<file path="src/rtl/mio_bus_ctrl_if.sv">
// CPU data-side bus between the MEM stage (master) and the MMIO controller (slave).
interface mio_bus_ctrl_if;
    logic        MemRW;
    logic [3:0]  wea;
    logic [31:0] Addr_out;
    logic [31:0] Data_out;
    logic [31:0] Data_in;

    modport master (output MemRW, wea, Addr_out, Data_out, input Data_in);
    modport slave  (input MemRW, wea, Addr_out, Data_out, output Data_in);
endinterface

</file>
<file path="src/rtl/mio_bus_ctrl.sv">
// Memory-mapped I/O controller: decodes CPU data accesses to RAM, LED/switch port, 7-seg register
// and an optional down-counter timer (present when macro COUNTER_EN is defined).
module mio_bus_ctrl #(
    parameter int unsigned RAM_ADDR_W = 10,
    parameter int unsigned PRESCALE   = 1
) (
    input  logic                  clk,
    input  logic                  rst,
    mio_bus_ctrl_if.slave         bus,
    output logic [RAM_ADDR_W-1:0] ram_addr,
    output logic [3:0]            ram_wea,
    output logic [31:0]           ram_din,
    input  logic [31:0]           ram_dout,
    input  logic [15:0]           sw,
    input  logic [3:0]            btn,
    output logic [15:0]           led,
    output logic [31:0]           disp_data,
    output logic                  counter_irq
);

    localparam logic [31:0] ADDR_DISP = 32'hE000_0000;
    localparam logic [31:0] ADDR_IO   = 32'hF000_0000;
    localparam logic [31:0] ADDR_CNT  = 32'hF000_0004;
    localparam logic [31:0] ADDR_STAT = 32'hF000_0008;

    logic sel_ram, sel_disp, sel_io, sel_cnt, sel_stat;
    logic [15:0] led_q, led_d;
    logic [31:0] disp_q, disp_d;
    logic [31:0] cnt_rd, stat_rd;
    logic        unused_memrw;

    // MemRW is redundant with |wea; writes are qualified by the lane enables alone.
    assign unused_memrw = bus.MemRW;

    assign sel_ram  = (bus.Addr_out[31:28] == 4'h0);
    assign sel_disp = (bus.Addr_out == ADDR_DISP);
    assign sel_io   = (bus.Addr_out == ADDR_IO);
    assign sel_cnt  = (bus.Addr_out == ADDR_CNT);
    assign sel_stat = (bus.Addr_out == ADDR_STAT);

    assign ram_addr = bus.Addr_out[RAM_ADDR_W+1:2];
    assign ram_wea  = sel_ram ? bus.wea : 4'b0000;
    assign ram_din  = bus.Data_out;

    assign led       = led_q;
    assign disp_data = disp_q;

    // LED and display byte-lane merges
    always_comb begin
        led_d  = led_q;
        disp_d = disp_q;
        if (sel_io) begin
            if (bus.wea[0]) led_d[7:0]  = bus.Data_out[7:0];
            if (bus.wea[1]) led_d[15:8] = bus.Data_out[15:8];
        end
        if (sel_disp) begin
            for (int b = 0; b < 4; b++) begin
                if (bus.wea[b]) disp_d[8*b +: 8] = bus.Data_out[8*b +: 8];
            end
        end
    end

    always_ff @(posedge clk) begin
        if (rst) begin
            led_q  <= '0;
            disp_q <= '0;
        end else begin
            led_q  <= led_d;
            disp_q <= disp_d;
        end
    end

`ifdef COUNTER_EN
    localparam int unsigned PRE_W = (PRESCALE > 1) ? $clog2(PRESCALE) : 1;

    logic [31:0]    cnt_q, cnt_d;
    logic           run_q, run_d;
    logic           done_q, done_d;
    logic [PRE_W-1:0] pre_q, pre_d;
    logic           irq_q, irq_d;
    logic           tick, cnt_we, stat_we, stop;

    assign cnt_we  = sel_cnt && (|bus.wea);
    assign stat_we = sel_stat && bus.wea[0];
    assign stop    = stat_we && !bus.Data_out[0];
    assign tick    = run_q && (pre_q == PRE_W'(PRESCALE - 1));

    // Priority: CNT load > STAT stop > expiry > STAT start/done-clear
    always_comb begin
        cnt_d  = cnt_q;
        run_d  = run_q;
        done_d = done_q;
        pre_d  = pre_q;
        irq_d  = 1'b0;
        if (run_q) pre_d = tick ? '0 : pre_q + PRE_W'(1);
        if (tick && !stop) begin
            if (cnt_q > 32'd1) begin
                cnt_d = cnt_q - 32'd1;
            end else begin
                cnt_d  = '0;
                run_d  = 1'b0;
                done_d = 1'b1;
                irq_d  = 1'b1;
            end
        end
        if (stat_we) begin
            if (!bus.Data_out[0]) run_d = 1'b0;
            else if (cnt_q != '0 && !irq_d) run_d = 1'b1;
            if (bus.Data_out[1] && !irq_d) done_d = 1'b0;
        end
        if (cnt_we) begin
            cnt_d  = bus.Data_out;
            run_d  = (bus.Data_out != '0);
            done_d = (bus.Data_out == '0);
            pre_d  = '0;
            irq_d  = 1'b0;
        end
    end

    always_ff @(posedge clk) begin
        if (rst) begin
            cnt_q  <= '0;
            run_q  <= 1'b0;
            done_q <= 1'b0;
            pre_q  <= '0;
            irq_q  <= 1'b0;
        end else begin
            cnt_q  <= cnt_d;
            run_q  <= run_d;
            done_q <= done_d;
            pre_q  <= pre_d;
            irq_q  <= irq_d;
        end
    end

    assign cnt_rd      = cnt_q;
    assign stat_rd     = {30'b0, run_q, done_q};
    assign counter_irq = irq_q;
`else
    assign cnt_rd      = '0;
    assign stat_rd     = '0;
    assign counter_irq = 1'b0;
`endif

    // Zero-latency read mux
    always_comb begin
        bus.Data_in = '0;
        if (sel_ram)       bus.Data_in = ram_dout;
        else if (sel_disp) bus.Data_in = disp_q;
        else if (sel_io)   bus.Data_in = {12'b0, btn, sw};
        else if (sel_cnt)  bus.Data_in = cnt_rd;
        else if (sel_stat) bus.Data_in = stat_rd;
    end

endmodule

</file>
<file path="src/flat_wrapper.sv">
// flat-port wrapper written by rule: the top's interface ports become plain ports
module mio_bus_ctrl_flat 
#(
    parameter int unsigned RAM_ADDR_W = 10,
    parameter int unsigned PRESCALE   = 1
)
  (clk, rst, ram_addr, ram_wea, ram_din, ram_dout, sw, btn, led, disp_data, counter_irq, bus_MemRW, bus_wea, bus_Addr_out, bus_Data_out, bus_Data_in);
  mio_bus_ctrl_if bus_i ();
  input  logic clk;
  input  logic rst;
  output logic [RAM_ADDR_W-1:0] ram_addr;
  output logic [3:0] ram_wea;
  output logic [31:0] ram_din;
  input  logic [31:0] ram_dout;
  input  logic [15:0] sw;
  input  logic [3:0] btn;
  output logic [15:0] led;
  output logic [31:0] disp_data;
  output logic counter_irq;
  input wire logic [$bits(bus_i.MemRW)-1:0] bus_MemRW;
  input wire logic [$bits(bus_i.wea)-1:0] bus_wea;
  input wire logic [$bits(bus_i.Addr_out)-1:0] bus_Addr_out;
  input wire logic [$bits(bus_i.Data_out)-1:0] bus_Data_out;
  output wire logic [$bits(bus_i.Data_in)-1:0] bus_Data_in;
  assign bus_i.MemRW = bus_MemRW;
  assign bus_i.wea = bus_wea;
  assign bus_i.Addr_out = bus_Addr_out;
  assign bus_i.Data_out = bus_Data_out;
  assign bus_Data_in = bus_i.Data_in;
  mio_bus_ctrl #(.RAM_ADDR_W(RAM_ADDR_W), .PRESCALE(PRESCALE)) u_core (.clk(clk), .rst(rst), .bus(bus_i), .ram_addr(ram_addr), .ram_wea(ram_wea), .ram_din(ram_din), .ram_dout(ram_dout), .sw(sw), .btn(btn), .led(led), .disp_data(disp_data), .counter_irq(counter_irq));
endmodule
</file>
<file path="config.mk">
export PLATFORM = sky130hd
export DESIGN_NAME = mio_bus_ctrl_flat
export DESIGN_NICKNAME = d
export VERILOG_FILES = /design/src/rtl/mio_bus_ctrl_if.sv /design/src/rtl/mio_bus_ctrl.sv /design/src/flat_wrapper.sv
export SDC_FILE = /design/constraint.sdc
export NUM_CORES = 1
export LEC_CHECK = 0
export CORE_AREA = 4 4 99 101
export CTS_CLUSTER_DIAMETER = 200
export DETAILED_ROUTE_END_ITERATION = 8
export DIE_AREA = 0 0 103 105
export GPL_TIMING_DRIVEN = 0
export PLACE_DENSITY = 0.85
export SLEW_MARGIN = 5
export SYNTH_ARGS = -nofsm -noshare
export SYNTH_HDL_FRONTEND = slang
export SYNTH_SLANG_ARGS = --single-unit
</file>
<file path="constraint.sdc">
create_clock -name clk -period 3.45 [get_ports clk]
set_input_delay 0.345 -clock clk [delete_from_list [all_inputs] [get_ports clk]]
set_output_delay 0.345 -clock clk [all_outputs]
set_load 0.005 [all_outputs]
</file>
==> metrics.md, run 1 <==
| Metric | Value |
|---|---|
| Avg Cell Area, Syn | `~9 µm²` |
| GPL Wtd Cong | `roughly 0.89` |
| Crit share post-route | `a little over nine tenths` |
| Register area share after synthesis | `30.7%` |
| Vias per cell | `just under 5` |
| First-pass GRT wire length | `18300 µm` |
| Antenna violations before repair | `0` |
| IO buf count | `approximately 250` |
| RSZ-0062 raised after global routing | `no` |
| Int Pwr | `between 0.9 and 1 mW` |
| Clock transition at path regs | `~0.090 ns` |
| Final hold violation count | `0` |
| Distinct cells, synth | `24` |
| CTS Buffer Depth | `2` |
| Layout cells sized above 1 | `between 10% and 20%` |
| Clock Sinks | `48` |
| Area growth from synthesis to layout | `85.7%` |
| Syn Inst Count | `between 300 and 400` |
| Final #Nets | `a little over 700` |
| Worst clock skew | `0 ns` |
| Wire per inst | `between 15 and 20 µm` |
| Initial DRC count | `130` |
| Hold crit path type | `reg -> reg` |
| Clock Latency Late Sink | `approximately 0.30 ns` |
| Commonest non-fill, non-tap cells in the layout | `clkdlybuf4s50_1 (246), nand2b_1 (80), mux2i_1 (48), dfxtp_1 (48), buf_4 (46)` |
| Routed Antenna Nets | `0` |
| Layout fillers | `roughly 740` |
| Outcome | `finished clean` |
| CP most frequent cell | `clkdlybuf4s50_1` |
| Critical path peak fanout | `10` |
| Global route total overflow | `0` |
| Total negative slack | `0 ns` |
| Critical path type | `in -> out` |
| Mapped Nets | `about 470` |
| FF+latch count, synth | `48` |
| Number of remaining DRC errors | `0` |
| Critical Path RT | `3.11 ns` |
| Antenna diodes | `0` |
| Slew HR | `approximately a third` |
| Sw Pwr | `approximately 0.28 mW` |
| Die width | `roughly 100 µm` |
| CTS tree | `yes` |
| Via total after detailed routing | `approximately 3400` |
| Slew @ Worst Pin | `about 1.0 ns` |
| Post-Syn Area | `approximately 0.0031 mm²` |
| TritonCTS Buffers | `5` |
| Net Sw Frac | `between 20 and 25%` |
| Post_cts resized | `0` |
| CP endpoint kind | `primary output` |
| Commonest non-fill, non-tap cell in the layout | `clkdlybuf4s50_1` |
| Core ar. | `roughly 0.0090 mm²` |
| Critical path arrival | `2.92 ns` |
| Vias in the first global route | `about 3700` |
| Max-slew violations | `0` |
| Final Setup Violations | `0` |
| Pin count of the biggest net entering global routing | `15` |
| Worst IR Drop VDD | `between 0.00015 and 0.0002 V` |
| First-pass DRT Iterations | `6` |
| Synth warn | `0` |
| Max-cap violation count | `0` |
| Total GRT Usage | `21.7%` |
| Drt total wl | `around 12000 µm` |
| Die height | `~110 µm` |
| Fin util | `64.4%` |
| Part of the power in registers | `46.2%` |
| CP max stage delay | `around 0.88 ns` |
| Cts hold-fix bufs | `0` |
| Crit-path cells | `clkdlybuf4s50_1, nor4_2, clkbuf_1, nand2_1, o21ai_0, clkdlybuf4s50_1` |
| CTS H-tree lvls | `2` |
| Fmax | `around 310 MHz` |
| Clock power frac | `a little over a quarter` |
| Lkg Pwr | `2.17 nW` |
| P per Cell Area | `206 mW/mm²` |
| DP HPWL | `10000 µm` |
| Comb pwr share | `a little over a quarter` |
| # Post-CTS Setup Buffers | `0` |
| Period minus WS final | `between 3 and 4 ns` |
| Crit start category | `input port` |
| Full die area | `between 0.01 and 0.015 mm²` |
| IO Count | `250` |
| Clock Tree Root | `clkbuf_8` |
| Slowest library cell on the worst path | `nor4_2` |
| Starting density of the core | `34.7%` |
| Placement Rows | `35` |
## layout make-up
| cell class | count | area [µm²] | area share [%] |
|---|---|---|---|
| timing repair buffer | 246 | 2460 | 42.4 |
| multi-input combinational | 226 | 1660 | 28.6 |
| sequential | 48 | 961 | 16.5 |
| buffer | 68 | 505 | 8.70 |
| tap | 111 | 139 | 2.39 |
| clock buffer | 5 | 68.8 | 1.18 |
| clock inverter | 2 | 12.5 | 0.215 |
## registers in the layout, summed over array words and instances (netlist names)
register / flops
u_core.disp_data: 32
u_core.led: 16
## per-layer routing
layer / vias to the layer above / global-route usage, % / wire length [µm]
li1: 1649 / - / -
met1: 1584 / 22.2 / 4370
met2: 157 / 41.9 / 6580
met3: 11 / 7.08 / 1230
met4: 0 / 4.07 / 110
met5: - / 0 / 0
## worst paths after layout
check,slack [ns],endpoint,depth (start not counted),start
worst min-delay path,0.49,u_core.led[0],2,u_core.led[0]
worst min register to register,0.49,u_core.led[0],2,u_core.led[0]
worst max-delay path,0.18,bus_Data_in[7],6,bus_Addr_out[31]
worst max register to register,2.79,u_core.disp_data[8],2,u_core.disp_data[8]
## per-stage QoR
stage	worst slack [ns]	power (mW)	hold WS, ns	std cells	area, µm²
floorplan	1.67	0.653	0.469	342	3130
global placement	0.174	0.880	0.462	699	5730
detailed placement	0.166	0.884	0.473	699	5730
CTS	0.153	1.21	0.490	706	5810
global route	0.0113	1.25	0.510	706	5810
finish	0.185	1.20	0.486	706	5810
## power by group through the flow
stage	registers, mW	logic, mW	clock network [mW]
global placement	0.566	0.313	0
detailed placement	0.566	0.318	0
floorplan	0.566	0.0860	0
global route	0.554	0.337	0.358
CTS	0.553	0.320	0.335
finish	0.553	0.315	0.328
## worst max-delay path: cells and delay by family
family,cells,cell delay (ns)
compound gates,1,0.11
buf+inv,3,1.45
simple gates,2,1.00
## cells in the mapped netlist
| cell type | instances | share of area (%) |
|---|---|---|
| buf_6 | 1 | 0.36 |
| clkbuf_1 | 13 | 1.6 |
| buf_2 | 4 | 0.64 |
| and3_1 | 1 | 0.20 |
| and4_4 | 4 | 1.4 |
| nand2_1 | 21 | 2.5 |
| buf_4 | 46 | 11 |
| a22oi_1 | 20 | 4.8 |
| nor4b_2 | 1 | 0.48 |
| nor3_2 | 1 | 0.32 |
| and4b_1 | 2 | 0.64 |
| nand2b_1 | 80 | 16 |
| nor4_1 | 4 | 0.80 |
| a22o_1 | 12 | 3.4 |
| and4bb_2 | 1 | 0.40 |
| nand4_4 | 2 | 1.4 |
| buf_12 | 4 | 2.6 |
| dfxtp_1 | 48 | 31 |
| nor4_2 | 2 | 0.80 |
| and4_1 | 2 | 0.56 |
| and2_1 | 4 | 0.80 |
| conb_1 | 1 | 0.12 |
| mux2i_1 | 48 | 15 |
| o21ai_0 | 20 | 3.2 |
## cells by family after synthesis
family                 Yosys count  synth area share [%]
AO/OA/AOI/OAI                   52                  11.4
buffers and inverters           68                  16.2
flip-flops                      48                  30.7
multiplexers                    48                  15.4
other                            1                 0.120
AND/OR/NAND/NOR                125                  26.3
(Power assumes the default switching activity.)
==> run 2, diff against run 1 <==
Settings changed: CORE_AREA 4 4 99 101 to 4 4 71 139, DIE_AREA 0 0 103 105 to 0 0 75 143, MAX_ROUTING_LAYER set to met4, PLACE_DENSITY 0.85 to 0.86.
==> run 2 against run 1 <==
Total power grew 11%; register-to-register slack is essentially flat; final cell count shrank 1.3%; sequential power is essentially flat; setup slack gained 0.20 ns; hold slack lost 0.0075 ns; critical path type unchanged; largest power group unchanged; global-route usage grew 1.3 points; maximum frequency grew 6.5%; routed wire length grew 2.1%.
==> metrics.md, run 2 (same netlist as run 1, synthesis figures left out) <==
| Metric | Value |
|---|---|
| Outcome | `finished clean` |
| Part of the power in registers | `approximately two fifths` |
| IO Count | `between 200 and 300` |
| Cells on worst reg2reg path | `2` |
| Comb pwr share | `23.9%` |
| FF-to-FF Start | `u_core.disp_data[16]` |
| CTS tree | `yes` |
| Critical Path RT | `about 3.1 ns` |
| First-pass GRT wire length | `approximately 18000 µm` |
| Worst R2R End | `u_core.disp_data[16]` |
| Net Sw Frac | `between 20% and 30%` |
| Design Power | `about 1.3 mW` |
| RSZ-0062 raised after global routing | `no` |
| CP most frequent cell | `clkdlybuf4s50_1` |
| Commonest non-fill, non-tap cells in the layout | `clkdlybuf4s50_1 (246), nand2b_1 (80), mux2i_1 (48), dfxtp_1 (48), buf_4 (46)` |
| Max-slew violations | `0` |
| Layout Cells excl Fill | `~700` |
| Global route total overflow | `0` |
| Crit start category | `input port` |
| Sw Pwr | `roughly 0.28 mW` |
| Drt total wl | `~13000 µm` |
| Die width | `about 75 µm` |
| Period minus WS final | `slightly above 3 ns` |
| Critical path arrival | `2.72 ns` |
| Critical path peak fanout | `10` |
| Routed Antenna Nets | `0` |
| Max-cap violation count | `0` |
| Multi-input logic area | `approximately 0.0017 mm²` |
| Crit-path cells | `clkdlybuf4s50_1, nor3_2, nand2_1, clkbuf_1, o21ai_0, clkdlybuf4s50_1` |
| Total negative slack | `0 ns` |
| First-pass DRT Iterations | `4` |
| Slew HR | `about half` |
| Final Setup Violations | `0` |
| Slowest library cell on the worst path | `nor3_2` |
| Clock transition at path regs | `about 0.060 ns` |
| Clock Sinks | `48` |
| Final hold violation count | `0` |
| Core ar. | `roughly 0.0089 mm²` |
| Post_cts resized | `0` |
| WHS Path Cells | `2` |
| Antenna violations before repair | `0` |
| Via total after detailed routing | `around 3500` |
| Vias in the first global route | `roughly 3700` |
| Clock Tree Root | `clkbuf_16` |
| Lkg Pwr | `2.20 nW` |
| Wire per inst | `around 18 µm` |
| Starting density of the core | `a little over a third` |
| Layout fillers | `around 730` |
| Worst clock skew | `0 ns` |
| CTS H-tree lvls | `2` |
| CP endpoint kind | `primary output` |
| Full die area | `approximately 0.011 mm²` |
| Clock power frac | `around a third` |
| Commonest non-fill, non-tap cell in the layout | `clkdlybuf4s50_1` |
| Vias per cell | `~5.0` |
| IO buf count | `246` |
| GPL Wtd Cong | `about 0.80` |
| Largest register FFs | `32` |
| Sequential Area | `961 µm²` |
| Worst IR Drop VDD | `between 0.0003 and 0.0004 V` |
| Hold wc startpoint | `u_core.led[8]` |
| Clock Latency Late Sink | `between 0.2 and 0.3 ns` |
| Crit share post-route | `about nine tenths` |
| DP HPWL | `10300 µm` |
| Final #Nets | `between 700 and 800` |
| TritonCTS Buffers | `5` |
| Area growth from synthesis to layout | `87.3%` |
| Antenna diodes | `0` |
| Hold slack | `0.478 ns` |
| Hold crit path type | `reg -> reg` |
| Worst R2R Setup Slack | `around 2.8 ns` |
| Critical path type | `in -> out` |
| Int Pwr | `between 1 and 1.5 mW` |
| CP max stage delay | `0.63 ns` |
| Pin count of the biggest net entering global routing | `14` |
| # Post-CTS Setup Buffers | `0` |
| Number of remaining DRC errors | `0` |
| Die height | `~140 µm` |
| Fmax | `around 330 MHz` |
| DP Cell Count | `a little under 700` |
| Placement Rows | `49` |
| P per Cell Area | `around 230 mW/mm²` |
| Layout cells sized above 1 | `between 10% and 20%` |
| Total GRT Usage | `a little under a quarter` |
| Hold EP | `u_core.led[8]` |
| CTS Buffer Depth | `2` |
| Slew @ Worst Pin | `roughly 0.73 ns` |
| Initial DRC count | `85` |
| Cts hold-fix bufs | `0` |
==> run 2: stage by stage <==
stage	setup WS, ns	util, %	cell area (µm²)
2_1_floorplan	1.67	-	3130
3_3_place_gp	0.218	64.3	5720
3_5_place_dp	0.183	64.3	5720
4_1_cts	0.161	65.8	5850
5_1_grt	0.203	65.9	5860
6_report	0.385	65.9	5860
==> run 2: power groups by stage <==
stage | clock network [mW] | logic (mW) | registers [mW]
floorplan | 0 | 0.0860 | 0.566
global placement | 0 | 0.312 | 0.566
detailed placement | 0 | 0.318 | 0.566
CTS | 0.472 | 0.320 | 0.554
global route | 0.490 | 0.337 | 0.554
finish | 0.457 | 0.318 | 0.554
==> run 2: per-layer routing <==
layer,vias up,routed length [µm],GRT usage [%]
li1,1654,-,-
met1,1606,4380,22.8
met2,170,6880,41.1
met3,40,803,4.51
met4,0,482,11.4
met5,-,0,-
==> run 2: area by class of cell <==
cell class	count	area share, %
Sequential cell	48	16.4
Multi-Input combinational cell	226	28.5
Buffer	68	8.62
Clock buffer	6	2.20
Clock inverter	1	0.0854
Timing Repair Buffer	246	42.0
Tap cell	102	2.18
==> run 2: worst max-delay path, delay by kind of cell <==
kind / cells / cell delay, ns
AO/OA/AOI/OAI: 1 / 0.25
buffers and inverters: 3 / 1.26
AND/OR/NAND/NOR: 2 / 0.85
==> run 2: worst max-delay path by stage <==
stage | from | end | slack (ns) | cells after the start
2_1_floorplan | bus_Addr_out[10] | bus_Data_in[21] | 1.67 | 6
3_3_place_gp | bus_Addr_out[31] | bus_Data_in[4] | 0.22 | 6
3_5_place_dp | bus_Addr_out[31] | bus_Data_in[9] | 0.18 | 6
4_1_cts | bus_Addr_out[31] | bus_Data_in[4] | 0.16 | 6
5_1_grt | bus_Addr_out[14] | bus_Data_in[4] | 0.20 | 6
6_report | bus_Addr_out[14] | bus_Data_in[8] | 0.39 | 6
